--- config.mk ---
export PLATFORM = sky130hd
export DESIGN_NAME = uart_cmd_ctrl
export DESIGN_NICKNAME = d
export VERILOG_FILES = /design/src/rtl/uart_cmd_pkg.sv /design/src/rtl/uart_frame_timer.sv /design/src/rtl/uart_cmd_ctrl.sv
export SDC_FILE = /design/constraint.sdc
export NUM_CORES = 1
export LEC_CHECK = 0
export BUFFER_PORTS_ARGS = -buffer_cell sky130_fd_sc_hd__buf_2
export CAP_MARGIN = 20
export CORE_MARGIN = 2
export CORE_UTILIZATION = 45
export CTS_CLUSTER_DIAMETER = 100
export DETAILED_ROUTE_END_ITERATION = 12
export GPL_TIMING_DRIVEN = 1
export PLACE_DENSITY = 0.63
export SYNTH_ARGS = -nofsm -noshare
export SYNTH_HDL_FRONTEND = slang
export SYNTH_SLANG_ARGS = --single-unit
--- constraint.sdc ---
create_clock -name clk -period 2.25 [get_ports clk]
set_input_delay 0.225 -clock clk [delete_from_list [all_inputs] [get_ports clk]]
set_output_delay 0.225 -clock clk [all_outputs]
set_load 0.05 [all_outputs]
--- src/rtl/uart_cmd_pkg.sv ---
// Shared types and constants for the UART command framer.
package uart_cmd_pkg;

  typedef enum logic [2:0] {
    ST_IDLE,
    ST_CMD,
    ST_LEN,
    ST_PAY,
    ST_CHK,
    ST_HOLD
  } state_e;

  localparam logic [7:0] HDR_BYTE = 8'hA5;

  localparam logic [1:0] ERR_CHK = 2'd0;
  localparam logic [1:0] ERR_LEN = 2'd1;
  localparam logic [1:0] ERR_TMO = 2'd2;
  localparam logic [1:0] ERR_OVF = 2'd3;

endpackage

--- src/rtl/uart_frame_timer.sv ---
// Inter-byte timeout counter: runs while enabled, restarts on clr,
// and flags expire on its last count unless a byte arrives that cycle.
module uart_frame_timer #(
  parameter int TIMEOUT_CYC = 100000
) (
  input  logic clk,
  input  logic rst,
  input  logic clr,
  input  logic en,
  output logic expire
);

  localparam int TW = (TIMEOUT_CYC > 1) ? $clog2(TIMEOUT_CYC) : 1;

  logic [TW-1:0] cnt_q, cnt_d;

  assign expire = en && !clr && (cnt_q == TW'(TIMEOUT_CYC - 1));

  always_comb begin
    cnt_d = cnt_q + TW'(1);
    if (clr || !en || expire) cnt_d = '0;
  end

  always_ff @(posedge clk) begin
    if (rst) cnt_q <= '0;
    else     cnt_q <= cnt_d;
  end

endmodule

--- src/rtl/uart_cmd_ctrl.sv ---
// Assembles HDR/CMD/LEN/payload/CHK byte frames from uart_rx into held
// commands on a valid/ready port, with a registered error strobe.
module uart_cmd_ctrl
  import uart_cmd_pkg::*;
#(
  parameter int MAX_LEN     = 4,
  parameter int TIMEOUT_CYC = 100000
) (
  input  logic                 clk,
  input  logic                 rst,
  input  logic                 rx_done,
  input  logic [7:0]           rx_data,
  output logic                 cmd_valid,
  input  logic                 cmd_ready,
  output logic [7:0]           cmd_code,
  output logic [7:0]           cmd_len,
  output logic [8*MAX_LEN-1:0] cmd_payload,
  output logic                 err_pulse,
  output logic [1:0]           err_code,
  output logic                 busy
);

  localparam int LW = $clog2(MAX_LEN + 1);

  state_e                    state_q, state_d;
  logic [7:0]                code_q, code_d;
  logic [LW-1:0]             len_q, len_d;
  logic [LW-1:0]             idx_q, idx_d;
  logic [7:0]                chk_q, chk_d;
  logic [MAX_LEN-1:0][7:0]   pay_q, pay_d;
  logic                      err_pulse_q, err_pulse_d;
  logic [1:0]                err_code_q, err_code_d;
  logic                      tmr_en, tmr_expire;

  assign tmr_en = (state_q == ST_CMD) || (state_q == ST_LEN) ||
                  (state_q == ST_PAY) || (state_q == ST_CHK);

  uart_frame_timer #(.TIMEOUT_CYC(TIMEOUT_CYC)) u_timer (
    .clk    (clk),
    .rst    (rst),
    .clr    (rx_done),
    .en     (tmr_en),
    .expire (tmr_expire)
  );

  always_comb begin
    // NOTE: every next-state signal gets its hold value first so no path infers a latch.
    state_d     = state_q;
    code_d      = code_q;
    len_d       = len_q;
    idx_d       = idx_q;
    chk_d       = chk_q;
    pay_d       = pay_q;
    err_pulse_d = 1'b0;
    err_code_d  = err_code_q;

    unique case (state_q)
      ST_IDLE: if (rx_done && rx_data == HDR_BYTE) state_d = ST_CMD;
      ST_CMD: if (rx_done) begin
        code_d  = rx_data;
        chk_d   = rx_data;
        pay_d   = '0;
        idx_d   = '0;
        state_d = ST_LEN;
      end
      ST_LEN: if (rx_done) begin
        if (rx_data > 8'(MAX_LEN)) begin
          err_pulse_d = 1'b1;
          err_code_d  = ERR_LEN;
          state_d     = ST_IDLE;
        end else begin
          len_d   = rx_data[LW-1:0];
          chk_d   = chk_q ^ rx_data;
          idx_d   = '0;
          state_d = (rx_data == 8'd0) ? ST_CHK : ST_PAY;
        end
      end
      ST_PAY: if (rx_done) begin
        for (int i = 0; i < MAX_LEN; i++)
          if (idx_q == LW'(i)) pay_d[i] = rx_data;
        chk_d = chk_q ^ rx_data;
        idx_d = idx_q + LW'(1);
        if (idx_q + LW'(1) == len_q) state_d = ST_CHK;
      end
      ST_CHK: if (rx_done) begin
        if (rx_data == chk_q) begin
          state_d = ST_HOLD;
        end else begin
          err_pulse_d = 1'b1;
          err_code_d  = ERR_CHK;
          state_d     = ST_IDLE;
        end
      end
      ST_HOLD: begin
        // A byte landing on the transfer cycle is treated as if already idle.
        if (cmd_ready) begin
          state_d = (rx_done && rx_data == HDR_BYTE) ? ST_CMD : ST_IDLE;
        end else if (rx_done) begin
          err_pulse_d = 1'b1;
          err_code_d  = ERR_OVF;
        end
      end
      default: state_d = ST_IDLE;
    endcase

    if (tmr_expire) begin
      err_pulse_d = 1'b1;
      err_code_d  = ERR_TMO;
      state_d     = ST_IDLE;
    end
  end

  always_ff @(posedge clk) begin
    if (rst) begin
      state_q     <= ST_IDLE;
      code_q      <= '0;
      len_q       <= '0;
      idx_q       <= '0;
      chk_q       <= '0;
      // NOTE: the payload buffer is reset because it drives cmd_payload directly.
      pay_q       <= '0;
      err_pulse_q <= 1'b0;
      err_code_q  <= '0;
    end else begin
      state_q     <= state_d;
      code_q      <= code_d;
      len_q       <= len_d;
      idx_q       <= idx_d;
      chk_q       <= chk_d;
      pay_q       <= pay_d;
      err_pulse_q <= err_pulse_d;
      err_code_q  <= err_code_d;
    end
  end

  assign cmd_valid   = (state_q == ST_HOLD);
  assign busy        = (state_q != ST_IDLE);
  assign cmd_code    = code_q;
  assign cmd_len     = 8'(len_q);
  assign cmd_payload = pay_q;
  assign err_pulse   = err_pulse_q;
  assign err_code    = err_code_q;

endmodule

==> metrics.yaml, run 1 <==
status: "complete, no violations"
critical_path_class: "register to register"
initial_utilization_pct: 46.9
antenna_found_initial: 0
worstSetupStartpointType: "register"
gp_congestion: 0.828
crit_end: "state_q[0]"
reg2reg_from: "idx_q[0]"
ys_warn_count: 0
reg2regPathDepth: 7
root_buffer: "clkbuf_8"
hold_class: "input port to register"
die_y_um: 94.5
grt_pass1_wl_um: 13100
grt_setup_unrepaired: "false"
placed_cells: 558
rrSetupSlack_ns: 0.30
synth_area_mm2: 0.00368
async_flop_share_pct: 0
synthTopCellsByArea: "dfxtp_1 (42%), mux2i_1 (10%), nor2_1 (6.2%), nand2_1 (4.2%), xor2_1 (3.8%)"
wirelength_met1_um: 3820
fin_nets: 485
met3_wirelength_um: 397
postCtsHoldBufs: 0
max-slew-margin-rel_pct: 57.2
report.final.setup_viol: 0
multi_input_area_mm2: 0.00198
syn_area_per_cell_um2: 8.88
endpoint_kind: "register"
hold_viol: 0
synth_top_area_share_pct: 41.8
cts_tree: "built"
antennaDiodeCount: 0
switching_share_pct: 31.3
cp_data_required_time_ns: 2.50
synth_edf_count: 0
pre_cts_slack_ns: 0.303
ys_seq_area_share_pct: 41.8
synth.distinct_cells: 54
cellPowerDensity_mw_per_mm2: 783
grt_max_degree: 35
wirelength_um: 8150
drc: 0
ir_worst_vdd_mv: 0.442
coreArea_mm2: 0.00785
routed.top_layer: "met4"
layout_commonest_cell: "dfxtp_1"
cts_setup_buffers: 0
clk-insertion-delay-late_ns: 0.35
power_frac_seq_pct: 44.9
cap_violations: 0
synthCells: 415
fp-row-count: 32
drt_first_iter_violations: 116
post-route-period-util_pct: 86.6
clkSinkCount: 77
cts.clk_slew.worst_paths_ns: 0.08
finalMaxSlewViolations: 0
cp_data_arrival_time_ns: 2.20
setup_ws_ns: 0.301
cts_resized: 0
globalRouteOverflowTotal: 0
port_buffers: 59
clockBufferDepth: 2
holdWs_ns: 0.173
first_pass_iters: 4
synth_top_cell_by_area: "dfxtp_1"
htree_levels: 3
min_period_ns: 1.95
grt_pass1_vias: 2710
ys.flop_type: "dfxtp_1"
combPwrFrac_pct: 23.0
synthToLayoutAreaGrowth_pct: 14.0
seq_area_mm2: 0.00154
layout.cells.non_filler: 572
finClkSkew_ns: 0.00849
wl_met2_um: 3830
drive_gt1_share_pct: 20.9
crit_start: "idx_q[0]"
layout_common_cells: "dfxtp_1 (77), nor2_1 (61), buf_2 (59)"
wl_per_cell_um: 14.2
setup_tns_ns: 0
ant_nets: 0
clkPwrFrac_pct: 32.1
grt_usage_pct: 18.9
hpwl_um: 5730
die_w_um: 94.5
r2r-end: "state_q[0]"
worst_slew_pin_slew_ns: 0.638
synth-seq-cells: 77
crit_fanout: 6
p_leak_nw: 1.69
max_freq_mhz: 513
netSwitchingPower_w: 0.00103
via_count: 2976
ios: 65
viasPerCell: 5.20
n_fill_cell: 769
cts_buffers: 9
internal-power_w: 0.00226
die_area_mm2: 0.00893
kinds of logic (layout without fill, tap and decap cells):
| kind of cell | Yosys count | after routing | share of synthesized area, % |
|---|---|---|---|
| compound gates | 53 | 53 | 10.1 |
| xor+xnor | 26 | 26 | 6.18 |
| fa+ha+maj | 6 | 6 | 2.04 |
| buf+inv | 32 | 83 | 4.72 |
| flops | 77 | 77 | 41.8 |
| mux | 37 | 37 | 10.1 |
| other cells | 1 | 5 | 0.102 |
| simple gates | 183 | 183 | 24.9 |
state kept, by name (all words and copies together) (netlist names):
name and count:
chk_q 8, cmd_payload 32, state_q 3, len_q 3, idx_q 3, cmd_code 8
err_code 2, err_pulse 1, u_timer.cnt_q 17
synth_stat cells (all sizes together), types with 3 or more instances:
library cell	count
dfxtp	77
a21oi	25
nand4	7
o211ai	4
nor2b	5
and3	12
o21ai	6
nor4	3
nor3b	3
inv	6
ha	6
a31oi	4
buf	14
nand2	43
xor2	16
and4	3
nor3	8
or3	4
nand3	11
clkbuf	12
mux2i	37
nor2	71
a21o	4
xnor2	10
cell type report:
| cell class | count | area share, % |
|---|---|---|
| multi-input combinational | 310 | 47.2 |
| sequential | 77 | 36.7 |
| timing repair buffer | 63 | 7.75 |
| clock buffer | 13 | 4.02 |
| tap | 102 | 3.04 |
| clock inverter | 1 | 0.715 |
| inverter | 6 | 0.536 |
worst min path at each step:
| stage | start | end | slack [ns] | cells past startpoint |
|---|---|---|---|---|
| after floorplan | rx_data[3] | cmd_code[3] | 0.36 | 2 |
| after global placement | cmd_code[7] | cmd_code[7] | 0.44 | 2 |
| after detailed placement | cmd_code[6] | cmd_code[6] | 0.45 | 2 |
| after CTS | rx_data[6] | cmd_code[6] | 0.17 | 3 |
| after global routing | rx_data[6] | cmd_code[6] | 0.19 | 3 |
| final | rx_data[6] | cmd_code[6] | 0.17 | 3 |
critical path, stage by stage, from the launching register on:
cell      delay, ns
dfxtp_1        0.37
ha_1           0.22
ha_1           0.30
xnor2_1        0.14
nor3_1         0.07
o211a_1        0.26
o2111a_1       0.24
nor4_2         0.25
stage by stage:
| step | power, W | area (µm²) | util, % |
|---|---|---|---|
| finish | 0.00329 | 4200 | 53.5 |
| global route | 0.00346 | 4200 | 53.5 |
| CTS | 0.00332 | 4200 | 53.5 |
| detailed placement | 0.00226 | 4000 | 51.0 |
| global placement | 0.00226 | 4000 | 51.0 |
| floorplan | 0.00213 | 3700 | - |
power by group through the flow:
stage	sequential [W]	combinational, W	clock [W]
2_1_floorplan	0.00156	0.000574	0
4_1_cts	0.00147	0.000763	0.00108
3_5_place_dp	0.00150	0.000760	0
6_report	0.00147	0.000756	0.00106
3_3_place_gp	0.00150	0.000754	0
5_1_grt	0.00148	0.000836	0.00114
routing by layer:
layer / vias to the layer above / track usage, %
met5: - / 0
met4: 0 / 7.00
met3: 7 / 4.79
met2: 59 / 28.9
met1: 1399 / 25.7
li1: 1511 / -
Note: power is estimated with default switching activity, not from simulation.
==> run 2, diff against run 1 <==
CORE_ASPECT_RATIO = 0.8   (was unset)
==> run 2 against run 1 <==
Count of clock-buffer cells in the layout down 4; register-to-register slack worse by 0.09 ns; cell area up 0.54%; critical path depth down 2.
==> metrics.yaml, run 2 (same netlist as run 1, synthesis figures left out) <==
status: "complete, no violations"
cts_buffers: 9
endpoint_kind: "register"
ant_nets: 0
n_fill_cell: 744
finalMaxSlewViolations: 0
drc: 0
drive_gt1_share_pct: 21.7
worstSetupStartpointType: "register"
pre_cts_slack_ns: 0.243
seq_area_mm2: 0.00154
final_util_pct: 53.1
globalRouteOverflowTotal: 0
cts_resized: 0
hold_class: "input port to register"
cts_tree: "built"
cts.clk_slew.worst_paths_ns: 0.10
hold_viol: 0
grt_usage_pct: 19.5
min_period_ns: 2.04
antenna_found_initial: 0
finClkSkew_ns: 0.0166
min_from: "rx_data[6]"
worst_slew_pin_slew_ns: 0.665
reg2regPathDepth: 5
max-slew-margin-rel_pct: 55.3
report.final.setup_viol: 0
drt_first_iter_violations: 187
via_count: 2958
cp_data_arrival_time_ns: 2.27
gp_congestion: 0.888
rrSetupSlack_ns: 0.21
grt_pass1_vias: 2754
hold_end: "cmd_code[6]"
initial_utilization_pct: 46.4
cp_data_required_time_ns: 2.48
ir_worst_vdd_mv: 0.404
postCtsHoldBufs: 0
wl_per_cell_um: 14.1
fp-row-count: 29
layout_common_cells: "dfxtp_1 (77), nor2_1 (61), buf_2 (59)"
largest_register_ffs: 32
clkSinkCount: 77
cellPowerDensity_mw_per_mm2: 780
htree_levels: 3
antennaDiodeCount: 0
die_w_um: 105
fin_nets: 487
hpwl_um: 5970
synthToLayoutAreaGrowth_pct: 14.6
cts_setup_buffers: 0
viasPerCell: 5.08
wirelength_um: 8230
reg2reg_from: "state_q[1]"
grt_setup_unrepaired: "false"
first_pass_iters: 4
clockBufferDepth: 2
max_freq_mhz: 490
critical_path_class: "register to register"
die_area_mm2: 0.00893
clk-insertion-delay-late_ns: 0.37
r2r-end: "idx_q[2]"
crit_fanout: 15
setup_tns_ns: 0
root_buffer: "clkbuf_8"
die_y_um: 84.9
cap_violations: 0
post-route-period-util_pct: 90.7
port_buffers: 59
hold_path_depth: 3
multi_input_area_mm2: 0.00198
grt_pass1_wl_um: 13800
ios: 65
grt_max_degree: 35
coreArea_mm2: 0.00795
layout_commonest_cell: "dfxtp_1"
setup_ws_ns: 0.208
p_leak_nw: 1.69
[run 2: area by class of cell]
type / count / area share (%)
flip-flops and latches: 77 / 36.5
clock buffers: 9 / 2.93
clock inverters: 7 / 1.78
multi-input cells: 310 / 47.0
inverters: 6 / 0.533
repair buffers: 65 / 8.06
well taps: 108 / 3.20
[run 2: worst max-delay path, stage by stage, from the launching register on]
cell and delay, ns:
dfxtp_1 0.48, nor2b_1 0.45, and3_1 0.28, a31o_2 0.40, mux2i_1 0.23, nor2_1 0.05
[run 2: metal layers]
layer	share of wire [%]	GRT usage, %	vias to the layer above
met1	52	28.4	1378
met3	5.0	5.61	7
met4	1.0	4.73	0
met2	42	28.4	55
li1	-	-	1518
met5	0	0	-
[run 2: power breakdown]
part | internal [W] | switching, W
sequential | 0.00142 | 0.0000526
clock | 0.000440 | 0.000597
combinational | 0.000253 | 0.000531
total | 0.00211 | 0.00118
[run 2: worst max path at each step]
| stage | end | cells past startpoint | from | slack [ns] |
|---|---|---|---|---|
| 2_1_floorplan | state_q[0] | 5 | state_q[0] | 0.41 |
| 3_3_place_gp | idx_q[0] | 5 | state_q[1] | 0.36 |
| 3_5_place_dp | idx_q[2] | 5 | state_q[1] | 0.24 |
| 4_1_cts | idx_q[2] | 5 | state_q[1] | 0.21 |
| 5_1_grt | idx_q[0] | 5 | state_q[1] | 0.06 |
| 6_report | idx_q[2] | 5 | state_q[1] | 0.21 |
[run 2: stage by stage]
| stage | cells | total power [W] | hold WS (ns) | area (µm²) |
|---|---|---|---|---|
| 6_report | 582 | 0.00329 | 0.166 | 4220 |
| 5_1_grt | 582 | 0.00346 | 0.163 | 4220 |
| 4_1_cts | 582 | 0.00332 | 0.159 | 4220 |
| 3_5_place_dp | 566 | 0.00229 | 0.448 | 4020 |
| 3_3_place_gp | 566 | 0.00227 | 0.444 | 4020 |
| 2_1_floorplan | 419 | 0.00213 | 0.361 | 3700 |
==> run 3, diff against run 2 <==
CORE_UTILIZATION = 35   (was 45)
PLACE_DENSITY = 0.51   (was 0.63)
clock period = 2.3 ns   (was 2.25 ns; I/O delays follow)
==> run 3 against run 2 <==
First-iteration DRC count decreased by 15%; sequential share of layout area fell by 1.4 points; cell area increased by 4.1%; register-to-register slack improved by 0.08 ns; clock skew is 0.011 ns lower; hold slack better by 0.039 ns; global-route usage shrank 3.1 points; fmax is 1.6% higher; non-clock buffer count did not move; critical endpoint is now state_q[0].
==> metrics.yaml, run 3 (same netlist as run 1, synthesis figures left out) <==
status: "complete, no violations"
largest_register_ffs: 32
globalRouteOverflowTotal: 0
postCtsHoldBufs: 0
viasPerCell: 4.89
drc: 0
finClkSkew_ns: 0.00597
multi_input_area_mm2: 0.00198
cp_data_required_time_ns: 2.55
report.final.setup_viol: 0
ios: 65
grt_usage_pct: 16.4
clockBufferDepth: 2
min_period_ns: 2.01
fin_nets: 487
ant_nets: 0
placed_area_mm2: 0.00406
cts_tree: "built"
via_count: 3000
hold_viol: 0
met3_wirelength_um: 410
hpwl_um: 6350
endpoint_kind: "register"
worst_slew_pin_slew_ns: 0.685
gp_congestion: 0.862
max_freq_mhz: 498
layout_common_cells: "dfxtp_1 (77), nor2_1 (61), buf_2 (59)"
crit_fanout: 6
wirelength_um: 8950
p_leak_nw: 1.75
critical_path_class: "register to register"
htree_levels: 3
fp-row-count: 33
routed.top_layer: "met4"
max-slew-margin-rel_pct: 54.0
grt_max_degree: 33
layout_commonest_cell: "dfxtp_1"
ir_worst_vdd_mv: 0.318
clkSinkCount: 77
wl_per_cell_um: 14.6
coreArea_mm2: 0.0102
grt_setup_unrepaired: "false"
hold_class: "input port to register"
seq_area_mm2: 0.00154
cts_setup_buffers: 0
cts_buffers: 9
antennaDiodeCount: 0
wl_met2_um: 3880
worstSetupStartpointType: "register"
port_buffers: 59
setup_tns_ns: 0
cap_violations: 0
synthToLayoutAreaGrowth_pct: 19.3
fin_area_mm2: 0.00440
initial_utilization_pct: 36.0
wirelength_met1_um: 4570
n_fill_cell: 1043
die_area_mm2: 0.0114
drive_gt1_share_pct: 21.7
root_buffer: "clkbuf_16"
die_w_um: 119
first_pass_iters: 4
cp_data_arrival_time_ns: 2.26
post-route-period-util_pct: 87.4
die_y_um: 95.8
grt_pass1_vias: 2795
grt_pass1_wl_um: 14600
cellPowerDensity_mw_per_mm2: 862
antenna_found_initial: 0
cts.clk_slew.worst_paths_ns: 0.06
drt_first_iter_violations: 159
finalMaxSlewViolations: 0
clk-insertion-delay-late_ns: 0.34
cts_resized: 0
==> run 3: changes by cell type in the layout (fill, tap and decap cells not counted), sizes merged <==
cell,change
inv,-4
clkbuf,+1
clkinv,+1
bufinv,+2
==> run 3: per-stage QoR <==
stage | total power, W | instances | setup slack (ns) | hold slack (ns) | utilization (%)
3_5_place_dp | 0.00226 | 598 | 0.316 | 0.447 | 39.7
3_3_place_gp | 0.00225 | 598 | 0.429 | 0.442 | 39.7
5_1_grt | 0.00396 | 614 | 0.180 | 0.214 | 42.9
6_report | 0.00379 | 614 | 0.290 | 0.204 | 42.9
4_1_cts | 0.00383 | 614 | 0.284 | 0.201 | 42.9
2_1_floorplan | 0.00209 | 419 | 0.461 | 0.366 | -
==> run 3: worst max-delay path: stages (launching register included) <==
cell,delay (ns)
dfxtp_1,0.37
ha_1,0.22
ha_1,0.32
xnor2_1,0.17
nor3_1,0.09
o211a_1,0.27
o2111a_1,0.26
nor4_2,0.22
==> run 3: final timing paths <==
kind                             startpoint     endpoint  slack (ns)  cells past startpoint
worst max-delay path               idx_q[0]   state_q[0]        0.29                      7
worst min-delay path             rx_data[5]  cmd_code[5]        0.20                      3
worst max register to register     idx_q[0]   state_q[0]        0.29                      7
worst min register to register  cmd_code[7]  cmd_code[7]        0.45                      2
==> run 3: area by class of cell <==
class	count	share of cell area, %
Multi-Input combinational cell	310	45.1
Sequential cell	77	35.1
Timing Repair Buffer	65	7.74
Clock buffer	10	5.44
Tap cell	140	3.99
Clock inverter	6	2.13
Inverter	6	0.512
==> run 3: report_power, final <==
part           total (W)  leakage [nW]  internal [W]  switching (W)
logic           0.000789         0.974      0.000251       0.000538
clock network    0.00156         0.159      0.000987       0.000572
registers        0.00144         0.621       0.00139      0.0000518
==> run 3: routing by layer <==
metal	global-route usage, %	vias up
li1	-	1524
met2	24.7	67
met1	22.9	1401
met4	4.27	0
met3	5.04	8
met5	0	-
